$ cat src/rtl/fpu_wb_merge.sv
// FPU writeback merge: fixed pipes beat div/sqrt onto the single FP write port.
// Also accumulates fflags and throttles issue while a div/sqrt result starves.
module fpu_wb_merge #(
  parameter int NPIPES       = 3,
  parameter int STARVE_LIMIT = 4
) (
  input  logic                  clock,
  input  logic                  reset,
  input  logic [NPIPES-1:0]     pipe_valid,
  input  logic [NPIPES*65-1:0]  pipe_data,
  input  logic [NPIPES*5-1:0]   pipe_exc,
  input  logic [NPIPES*5-1:0]   pipe_rd,
  input  logic                  div_valid,
  output logic                  div_ready,
  input  logic [64:0]           div_data,
  input  logic [4:0]            div_exc,
  input  logic [4:0]            div_rd,
  output logic                  wb_valid,
  output logic [4:0]            wb_rd,
  output logic [64:0]           wb_data,
  output logic [4:0]            wb_exc,
  input  logic                  fflags_we,
  input  logic [4:0]            fflags_wdata,
  output logic [4:0]            fflags,
  output logic                  issue_stall,
  output logic                  collision_err
);

  typedef struct packed {
    logic [4:0]  rd;
    logic [64:0] data;
    logic [4:0]  exc;
  } wb_t;

  typedef enum logic [1:0] {
    IDLE,
    WAIT,
    STALL
  } state_t;

  localparam logic [NPIPES-1:0] ONE   = NPIPES'(1);
  localparam logic [3:0]        LIMIT = 4'(STARVE_LIMIT);

  state_t     state;
  logic [3:0] cnt;
  logic       any_pipe;
  logic       div_fire;
  logic       blocked;
  logic       multi;
  logic       wb_next;
  wb_t        sel;

  assign any_pipe  = |pipe_valid;
  assign div_ready = ~any_pipe;
  assign div_fire  = div_valid & div_ready;
  assign blocked   = div_valid & ~div_ready;
  assign wb_next   = any_pipe | div_fire;

  // nonzero iff at least two bits of pipe_valid are set
  assign multi = |(pipe_valid & (pipe_valid - ONE));

  // walk downward so the lowest-index valid pipe is the last to assign
  always_comb begin
    sel = {div_rd, div_data, div_exc};
    for (int i = NPIPES - 1; i >= 0; i--) begin
      if (pipe_valid[i]) begin
        sel = {pipe_rd[5*i +: 5],
               pipe_data[65*i +: 65],
               pipe_exc[5*i +: 5]};
      end
    end
  end

  always_ff @(posedge clock) begin
    if (reset) begin
      wb_valid      <= 1'b0;
      wb_rd         <= '0;
      wb_data       <= '0;
      wb_exc        <= '0;
      fflags        <= '0;
      collision_err <= 1'b0;
    end else begin
      wb_valid      <= wb_next;
      collision_err <= collision_err | multi;
      if (wb_next) begin
        {wb_rd, wb_data, wb_exc} <= sel;
      end
      fflags <= (fflags_we ? fflags_wdata : fflags)
              | (wb_valid ? wb_exc : 5'd0);
    end
  end

  // issue_stall only rises while STALL is held, so it lags entry by a cycle
  always_ff @(posedge clock) begin
    if (reset) begin
      state       <= IDLE;
      cnt         <= '0;
      issue_stall <= 1'b0;
    end else begin
      issue_stall <= 1'b0;
      unique case (state)
        IDLE: begin
          cnt <= '0;
          if (blocked) begin
            cnt   <= 4'd1;
            state <= (LIMIT == 4'd1) ? STALL : WAIT;
          end
        end
        WAIT: begin
          if (!blocked) begin
            state <= IDLE;
            cnt   <= '0;
          end else if (cnt + 4'd1 == LIMIT) begin
            state <= STALL;
          end else begin
            cnt <= cnt + 4'd1;
          end
        end
        STALL: begin
          if (!blocked) begin
            state <= IDLE;
            cnt   <= '0;
          end else begin
            issue_stall <= 1'b1;
          end
        end
        default: begin
          state <= IDLE;
          cnt   <= '0;
        end
      endcase
    end
  end

endmodule

$ cat config.mk
export PLATFORM = sky130hd
export DESIGN_NAME = fpu_wb_merge
export DESIGN_NICKNAME = d
export VERILOG_FILES = /design/src/rtl/fpu_wb_merge.sv
export SDC_FILE = /design/constraint.sdc
export NUM_CORES = 1
export LEC_CHECK = 0
export CAP_MARGIN = 20
export CELL_PAD_IN_SITES_DETAIL_PLACEMENT = 1
export CELL_PAD_IN_SITES_GLOBAL_PLACEMENT = 1
export CORE_AREA = 2 2 155 157
export CTS_CLUSTER_SIZE = 16
export DETAILED_ROUTE_END_ITERATION = 10
export DIE_AREA = 0 0 157 159
export GPL_TIMING_DRIVEN = 0
export PLACE_DENSITY_LB_ADDON = 0.1
export SLEW_MARGIN = 20
export SYNTH_ARGS = -nofsm -noshare
export SYNTH_HDL_FRONTEND = slang
export SYNTH_SLANG_ARGS = --single-unit
$ cat constraint.sdc
create_clock -name clock -period 4.5 [get_ports clock]
set_clock_uncertainty 0.15 [all_clocks]
set_input_delay 0.45 -clock clock [delete_from_list [all_inputs] [get_ports clock]]
set_output_delay 0.45 -clock clock [all_outputs]
set_load 0.01 [all_outputs]
==> Word-level counts from Yosys, hierarchy flattened <==
Cells that the tools add are included.
W data, S select, Z words.
{ "totals": {"output_inout_bits": 84, "ff_bits": 89, "in_bits": 312, "wordCells": 48} }
{ "op_classes": {"muxes": 16, "eq_ne": 7, "add_sub_neg": 2, "bitwise_logic": 8, "n_reduce_logical": 6} }
{ "ops": {"columns": ["operator", "count"], "rows": [
  ["$mux W75", 3],
  ["$mux W4", 3],
  ["$pmux W4 S3", 1],
  ["$mux W5", 2],
  ["$mux W2", 4],
  ["$ne A3 B3 Y1 const B", 2],
  ["$pmux W2 S3", 1],
  ["$reduce_or A3 Y1", 2],
  ["$or A5 B5 Y5", 1],
  ["$add A4 B1 Y4 const B", 1],
  ["$eq A4 B3 Y1 const B", 1],
  ["$ne A2 B2 Y1 const B", 2],
  ["$and A3 B3 Y3", 1],
  ["$reduce_and A3 Y1", 1],
  ["$sub A3 B1 Y3 const B", 1],
  ["$and A1 B1 Y1", 2],
  ["$eq A2 B1 Y1 const B", 1],
  ["$eq A2 B2 Y1 const B", 1],
  ["$logic_not A2 Y1", 1],
  ["$mux W1", 2],
  ["$not A1 Y1", 2],
  ["$or A1 B1 Y1", 2],
  ["$reduce_and A2 Y1", 1],
  ["$reduce_or A2 Y1", 1]
]} }

==> Logic depth before layout (Yosys ltp) <==
Gate-level depths: netlist of the first run.
{ "depth": {"depth_word": 5, "depth_mapped": 9} }

==> Worst setup path after synthesis of the first run <==
Ideal clock, no wire load.
{ "synth_timing": {"path_kind": "input to register", "startpoint": "input pipe_valid[1]", "endpoint": "register wb_data[10]", "path_buffers": 4, "arrival_ns": 1.674, "cell_stages": 9, "setup_ns": 0.146, "slack_ns": 2.530, "cell_sequence": "clkbuf_1 or3_4 inv_2 nand2b_1 buf_6 buf_6 buf_6 nor2_1 a211oi_2"} }
{ "synth_between": {"elab_chain_cells": 4, "word_cells_on_any_way": 6} }
{ "synth_rtl": {"columns": ["element", "line", "text"], "rows": [
  ["start: declaration", "9", "input logic [NPIPES-1:0] pipe_valid,"],
  ["$reduce_or A3 Y1", "53", "assign any_pipe = |pipe_valid;"],
  ["$not A1 Y1", "54", "assign div_ready = ~any_pipe;"],
  ["net div_ready", "14", "output logic div_ready,"],
  ["$and A1 B1 Y1", "55", "assign div_fire = div_valid & div_ready;"],
  ["$or A1 B1 Y1", "57", "assign wb_next = any_pipe | div_fire;"],
  ["end signal: assignment", "86", "{wb_rd, wb_data, wb_exc} <= sel;"],
  ["end: declaration", "20", "output logic [64:0] wb_data,"]
]} }
The timed path passes the listed nets, and every way through them passes these cells.
A chain may end at the register's enable or synchronous reset.

==> Worst setup path after layout of the first run <==
{ "layout_timing": {"startpoint": "input pipe_valid[1]", "endpoint": "output div_ready"} }
{ "layout_between": {"elab_chain_cells": 2} }
{ "layout_rtl": {"columns": ["element", "line"], "rows": [
  ["$reduce_or A3 Y1", "53"],
  ["$not A1 Y1", "54"],
  ["end: declaration", "14"]
]} }
No other way between the ends.

==> results of run 1 <==
-- layout make-up --
class	count	area [um2]	share of cell area, %
Clock buffer	11	243	2.31
Multi-Input combinational cell	504	3730	35.5
Timing Repair Buffer	390	3900	37.1
Inverter	2	7.51	0.0714
Sequential cell	89	1780	16.9
Buffer	64	347	3.30
Tap cell	319	399	3.80
Clock inverter	5	103	0.976
-- routing by layer --
metal | vias to the layer above | track usage (%) | wire length [um]
met3 | 32 | 5.99 | 2210
met1 | 2938 | 21.4 | 9950
met2 | 252 | 37.8 | 13400
met4 | 4 | 6.17 | 525
li1 | 3151 | - | -
met5 | - | 0 | 30
-- registers in the layout (all words and copies together), names as in the netlist --
signal,count
wb_valid,1
state,2
fflags,5
issue_stall,1
wb_rd,5
wb_exc,5
collision_err,1
wb_data,65
cnt,4
-- cell families (layout without fill, tap and decap cells) --
family                   count (synthesis)  count (layout)  share of synthesized area, %
adder cells (fa/ha/maj)                  3               3                         0.597
AND/OR/NAND/NOR                        180             180                          12.5
flip-flops                              89              89                          30.4
AO/OA/AOI/OAI                          166             166                          24.1
multiplexers                           155             155                          26.4
buffers and inverters                   66             472                          6.03
-- power groups by stage --
stage               sequential, mW  combinational, mW  clock [mW]
floorplan                    0.928              0.284           0
CTS                          0.886              0.806       0.908
global route                 0.894              0.851       0.937
global placement             0.899              0.797           0
detailed placement           0.903              0.803           0
finish                       0.885              0.792       0.880
-- per-stage QoR --
step,power (mW),instance area [um2],util (%)
after floorplan,1.21,5870,-
after global placement,1.70,10200,43.9
after detailed placement,1.71,10200,43.9
after CTS,2.60,10500,45.3
after global routing,2.68,10500,45.3
final,2.56,10500,45.3
-- worst min-delay path: stages (launching register included) --
cell     delay [ns]
dfxtp_1        0.33
nor2_1         0.05
nor2_1         0.07
-- cell usage after synthesis, drive strengths merged, types with 3 or more instances --
cell type  number  area share [%]
nor2           79             5.1
a21oi           9            0.77
nand2          84             5.4
o21ai          75             6.4
nor2b           4            0.43
nand3b          3            0.38
mux2i         155              26
a211oi         76              16
dfxtp          89              30
buf            30             3.7
nand2b          3            0.32
clkbuf         34             2.2
-- how the worst max path moves through the flow --
stage                   from          end  slack, ns  depth (start not counted)
6_report       pipe_valid[1]    div_ready       2.05                          4
5_1_grt        pipe_valid[1]  wb_data[63]       1.92                          7
4_1_cts        pipe_valid[1]    div_ready       2.00                          4
3_5_place_dp   pipe_valid[1]  wb_data[23]       1.69                          7
3_3_place_gp   pipe_valid[1]  wb_data[25]       1.73                          7
2_1_floorplan  pipe_valid[1]  wb_data[10]       2.53                          9
==> results.md, run 1 <==
- Status: finished clean
- Num rows: 56
- Switching part of the total power: 26.2%
- Seq cells post-synth: 89
- CTS Sinks: 89
- Worst Reg-to-Reg Cells: 5
- Routability congestion estimate from global placement: 0.773
- Post-layout net count: 1374
- Slew Limit Fails: 0
- Worst reg2reg setup slack: 2.48 ns
- Area growth, synth to finish: 79.2%
- Mapped Area: 5870 um2
- Vias: 6377
- PD cells: 243 nW/um2
- Fill count: 2741
- Vias in the first global route: 6770
- Clock latency on the worst-skew pair: 0.35 ns
- Final Cycle Share: 54.4%
- H-tree depth: 3
- Fmax achieved: 408 MHz
- Max Root-Sink Buffers: 2
- Post-synth EDFFs: 0
- CP bufs+invs: 3
- WP data arrival: 1.85 ns
- Remaining Overflow, GRT: 0
- Yosys warns: 0
- Resized cells post-CTS: 0
- Pint: 1.89 mW
- Commonest non-fill, non-tap cell in the layout: clkdlybuf4s50_1
- Switch Pwr: 0.670 mW
- Total track usage: 20.2%
- Non-filler cells, final: 1384
- Worst hold slack: 0.329 ns
- Syn Nets: 973
- Starting density of the core: 25.3%
- Die Wd: 157 um
- Seq/Total Area, Yosys: 30.4%
- Mean Syn Cell Area: 8.90 um2
- Ant diodes: 0
- Final ANT Viol Nets: 0
- Share of flip-flops with an asynchronous set or reset: 0%
- Vias per inst: 4.61
- VDD IR max: 0.000157 V
- Worst min-delay path class: reg2reg
- Worst r2r src: cnt[0]
- Hold path cells: 2
- Yosys cell types: 31
- Layout cell share with drive strength beyond 1: 11.4%
- Max-Cap Viols: 0
- HPWL after detailed placement: 21600 um
- CTS tree: built
- Largest net degree at the start of global routing: 15
- Port Buf Inserts: 390
- Initial antenna violation count: 2
- CP cell instances: clkbuf_1, or3_4, inv_2, clkdlybuf4s50_1
- Post-Synthesis Cells: 659
- Reg2reg end: cnt[1]
- Hold EP: collision_err
- Setup Crit Path Kind: in2out
- DRT iter0 DRCs: 218
- Die H: 159 um
- Slew headroom: 44.2%
- CP delay by family, top: buffers and inverters
- RSZ-0062 raised after global routing: false
- Gate power share: 31.0%
- Static Leak: 4.30 nW
- Die Area: 25000 um2
- Min Tclk post-route: 2.45 ns
- Startpoint types: primary input
- Slew @ Worst Pin: 0.834 ns
- Most frequent cells in the layout: clkdlybuf4s50_1 (390), mux2i_1 (155), dfxtp_1 (89)
- Post-CTS setup buffer count: 0
- Final hold viol count: 0
- Clock Root Buffer: clkbuf_16
- Final worst slack: 2.05 ns
- Max FO, Critical Path: 8
- Crit. End Element: primary output
- Clk slew on worst S/H paths: 0.06 ns
- Share of power burned in registers: 34.6%
- Hold_sp: collision_err
- Setup violators final: 0
- CP max stage delay: 0.54 ns
- First drt pass iteration count: 4
- # DRC: 0
- Hold-fix buffers, CTS: 0
- Setup TNS: 0 ns
- Number of placed instances, taps included: 1368
- Core area: 23200 um2
- Avg WL per Cell: 18.8 um
- CTS buffer count: 9
- Place WS: 1.69 ns
- Slowest stage cell, crit path: clkdlybuf4s50_1
- WP data required: 3.90 ns
- Final WL: 26100 um
- Clock share of power: 34.4%
- Synth Flop Type: dfxtp_1
- Io pins: 396
- Global-route wire length before repair: 38600 um
(Power assumes the default switching activity.)
==> run 2, diff against run 1 <==
--- a/config.mk
+++ b/config.mk
@@ -8,10 +8,9 @@
 export CAP_MARGIN = 20
 export CELL_PAD_IN_SITES_DETAIL_PLACEMENT = 1
 export CELL_PAD_IN_SITES_GLOBAL_PLACEMENT = 1
-export CORE_AREA = 2 2 155 157
+export CORE_UTILIZATION = 23
 export CTS_CLUSTER_SIZE = 16
 export DETAILED_ROUTE_END_ITERATION = 10
-export DIE_AREA = 0 0 157 159
 export GPL_TIMING_DRIVEN = 0
 export PLACE_DENSITY_LB_ADDON = 0.1
 export SLEW_MARGIN = 20
==> constraint.sdc (replaced) <==
create_clock -name clock -period 2.2 [get_ports clock]
set_clock_uncertainty 0.15 [all_clocks]
set_input_delay 0.22 -clock clock [delete_from_list [all_inputs] [get_ports clock]]
set_output_delay 0.22 -clock clock [all_outputs]
set_load 0.01 [all_outputs]
==> results.md, run 2 (synthesis results as in run 1) <==
- Static Leak: 4.30 nW (about the same)
- Final ANT Viol Nets: 0 (unchanged)
- # DRC: 0 (unchanged)
- Share of power burned in registers: 35.1% (+0.5 points)
- Crit. End Element: register
- Resized cells post-CTS: 1 (+1)
- Max-Cap Viols: 0 (unchanged)
- Setup violators final: 0 (unchanged)
- Starting density of the core: 23.4% (-1.9 points)
- Gate power share: 31.4% (+0.4 points)
- Area growth, synth to finish: 79.3% (about the same)
- Max Root-Sink Buffers: 2 (unchanged)
- Post-layout net count: 1374 (unchanged)
- Post-layout util: 41.9% (-3.4 points)
- PD cells: 490 nW/um2 (+100%)
- Clock Root Buffer: clkbuf_16
- Worst min-delay path class: in2reg
- Hold-fix buffers, CTS: 0 (unchanged)
- Max FO, Critical Path: 10 (+2)
- Routability congestion estimate from global placement: 0.778 (+0.69%)
- Die Area: 26200 um2 (+4.8%)
- CTS Sinks: 89 (unchanged)
- WP data required: 2.26 ns (-1.64 ns)
- Vias in the first global route: 6654 (-1.7%)
- Initial antenna violation count: 0 (-2)
- Reg with most FFs: wb_data
- Final Cycle Share: 88.5%
- Io pins: 396 (unchanged)
- Switch Pwr: 1.43 mW (+110%)
- Layout cell share with drive strength beyond 1: 11.9% (+0.56 points)
- First drt pass iteration count: 4 (unchanged)
- Clock share of power: 33.5% (-0.9 points)
- Slew headroom: 47.6% (+3.4 points)
- CTS tree: built
- Commonest non-fill, non-tap cell in the layout: clkdlybuf4s50_1
- Fmax achieved: 514 MHz
- Die H: 162 um (+1.7%)
- Placed cell area: 10200 um2 (+0.14%)
- Min Tclk post-route: 1.95 ns
- Port Buf Inserts: 390 (unchanged)
- Met2 usage: 35.2% (-2.5 points)
- CTS buffer count: 9 (unchanged)
- Core area: 25100 um2 (+8.3%)
- Avg WL per Cell: 18.6 um (-1.2%)
- Setup TNS: 0 ns (unchanged)
- Vias: 6327 (-0.78%)
- Met3 Track Usage GR: 5.18% (-0.80 points)
- Max reg flops: 65 (unchanged)
- Fill count: 2948 (+7.6%)
- Total track usage: 19.5% (-0.68 points)
- Final hold viol count: 0 (unchanged)
- Switching part of the total power: 27.7% (+1.5 points)
- Grt peak-use layer: met2
- Remaining Overflow, GRT: 0 (unchanged)
- Die Wd: 162 um (+3.0%)
- RSZ-0062 raised after global routing: false
- H-tree depth: 3 (unchanged)
- Met1 Resource Use GR: 22.4% (+0.92 points)
- Num rows: 58 (+3.6%)
- Ant diodes: 0 (unchanged)
- Vias per inst: 4.54 (-1.6%)
- DRT iter0 DRCs: 159 (-27%)
- Pint: 3.73 mW (+98%)
- Largest net degree at the start of global routing: 17 (+2)
- Most frequent cells in the layout: clkdlybuf4s50_1 (390), mux2i_1 (155), dfxtp_1 (89)
- Clk slew on worst S/H paths: 0.07 ns (about the same)
- Slew Limit Fails: 0 (unchanged)
- Final WL: 26000 um (-0.44%)
- WP data arrival: 2.00 ns (+0.15 ns)
- Clock latency on the worst-skew pair: 0.35 ns (about the same)
- HPWL after detailed placement: 21200 um (-1.7%)
- Finished layout cell area: 10500 um2 (about the same)
- Post-CTS setup buffer count: 0 (unchanged)
- VDD IR max: 0.000339 V (+120%)
- Global-route wire length before repair: 38700 um (+0.14%)
- Startpoint types: primary input
- Slew @ Worst Pin: 0.786 ns (-0.0477 ns)
- Status: finished clean
- Setup Crit Path Kind: in2reg
run 2: cell types whose count changed in the layout (fill, tap and decap cells not counted):
cell | previous run | this run
o32ai_2 | 0 | 1
inv_6 | 0 | 1
clkbuf_1 | 35 | 30
clkbuf_8 | 1 | 0
inv_8 | 0 | 1
buf_2 | 16 | 17
bufinv_16 | 3 | 2
clkinv_4 | 0 | 1
clkbuf_2 | 0 | 3
o32ai_1 | 1 | 0
run 2: area by class of cell:
class                      instances  area, um2  area share [%]
tap                              330        413            3.92
multi-input combinational        504       3740            35.5
clock inverter                     7        101           0.963
sequential                        89       1780            16.9
inverter                           2       7.51          0.0713
buffer                            64        352            3.34
timing repair buffer             390       3900            37.1
clock buffer                       9        225            2.14
run 2: metrics by stage:
| step | cells | hold WS, ns | power (mW) | worst slack (ns) |
|---|---|---|---|---|
| after global routing | 1395 | 0.252 | 5.41 | 0.00105 |
| after CTS | 1395 | 0.229 | 5.25 | 0.00423 |
| after floorplan | 659 | 0.238 | 2.48 | 0.460 |
| after global placement | 1379 | 0.302 | 3.48 | -0.331 |
| after detailed placement | 1379 | 0.308 | 3.49 | -0.392 |
| final | 1395 | 0.229 | 5.16 | 0.253 |
run 2: power by group through the flow:
| stage | Combinational [mW] | Clock [mW] | Sequential [mW] |
|---|---|---|---|
| 4_1_cts | 1.65 | 1.78 | 1.81 |
| 5_1_grt | 1.74 | 1.83 | 1.83 |
| 3_5_place_dp | 1.64 | 0 | 1.85 |
| 2_1_floorplan | 0.580 | 0 | 1.90 |
| 3_3_place_gp | 1.64 | 0 | 1.84 |
| 6_report | 1.62 | 1.73 | 1.81 |
run 2: worst paths after layout:
kind	startpoint	endpoint	slack, ns	depth (start not counted)
setup / recovery	pipe_valid[1]	wb_data[8]	0.25	6
hold / removal	fflags_we	fflags[2]	0.23	3
setup reg to reg	cnt[1]	cnt[0]	0.38	6
hold reg to reg	collision_err	collision_err	0.32	2
run 2: metal layers:
layer | part of all wire (%) | up-vias
met4 | 1.3 | 0
li1 | - | 3153
met2 | 50 | 225
met3 | 7.5 | 17
met5 | 0 | -
met1 | 41 | 2932
run 2: worst max-delay path, stage by stage:
cell and delay (ns):
buf_1 0.40, buf_2 0.44, clkbuf_1 0.40, o21ai_0 0.17, mux2i_1 0.26, a211oi_2 0.11
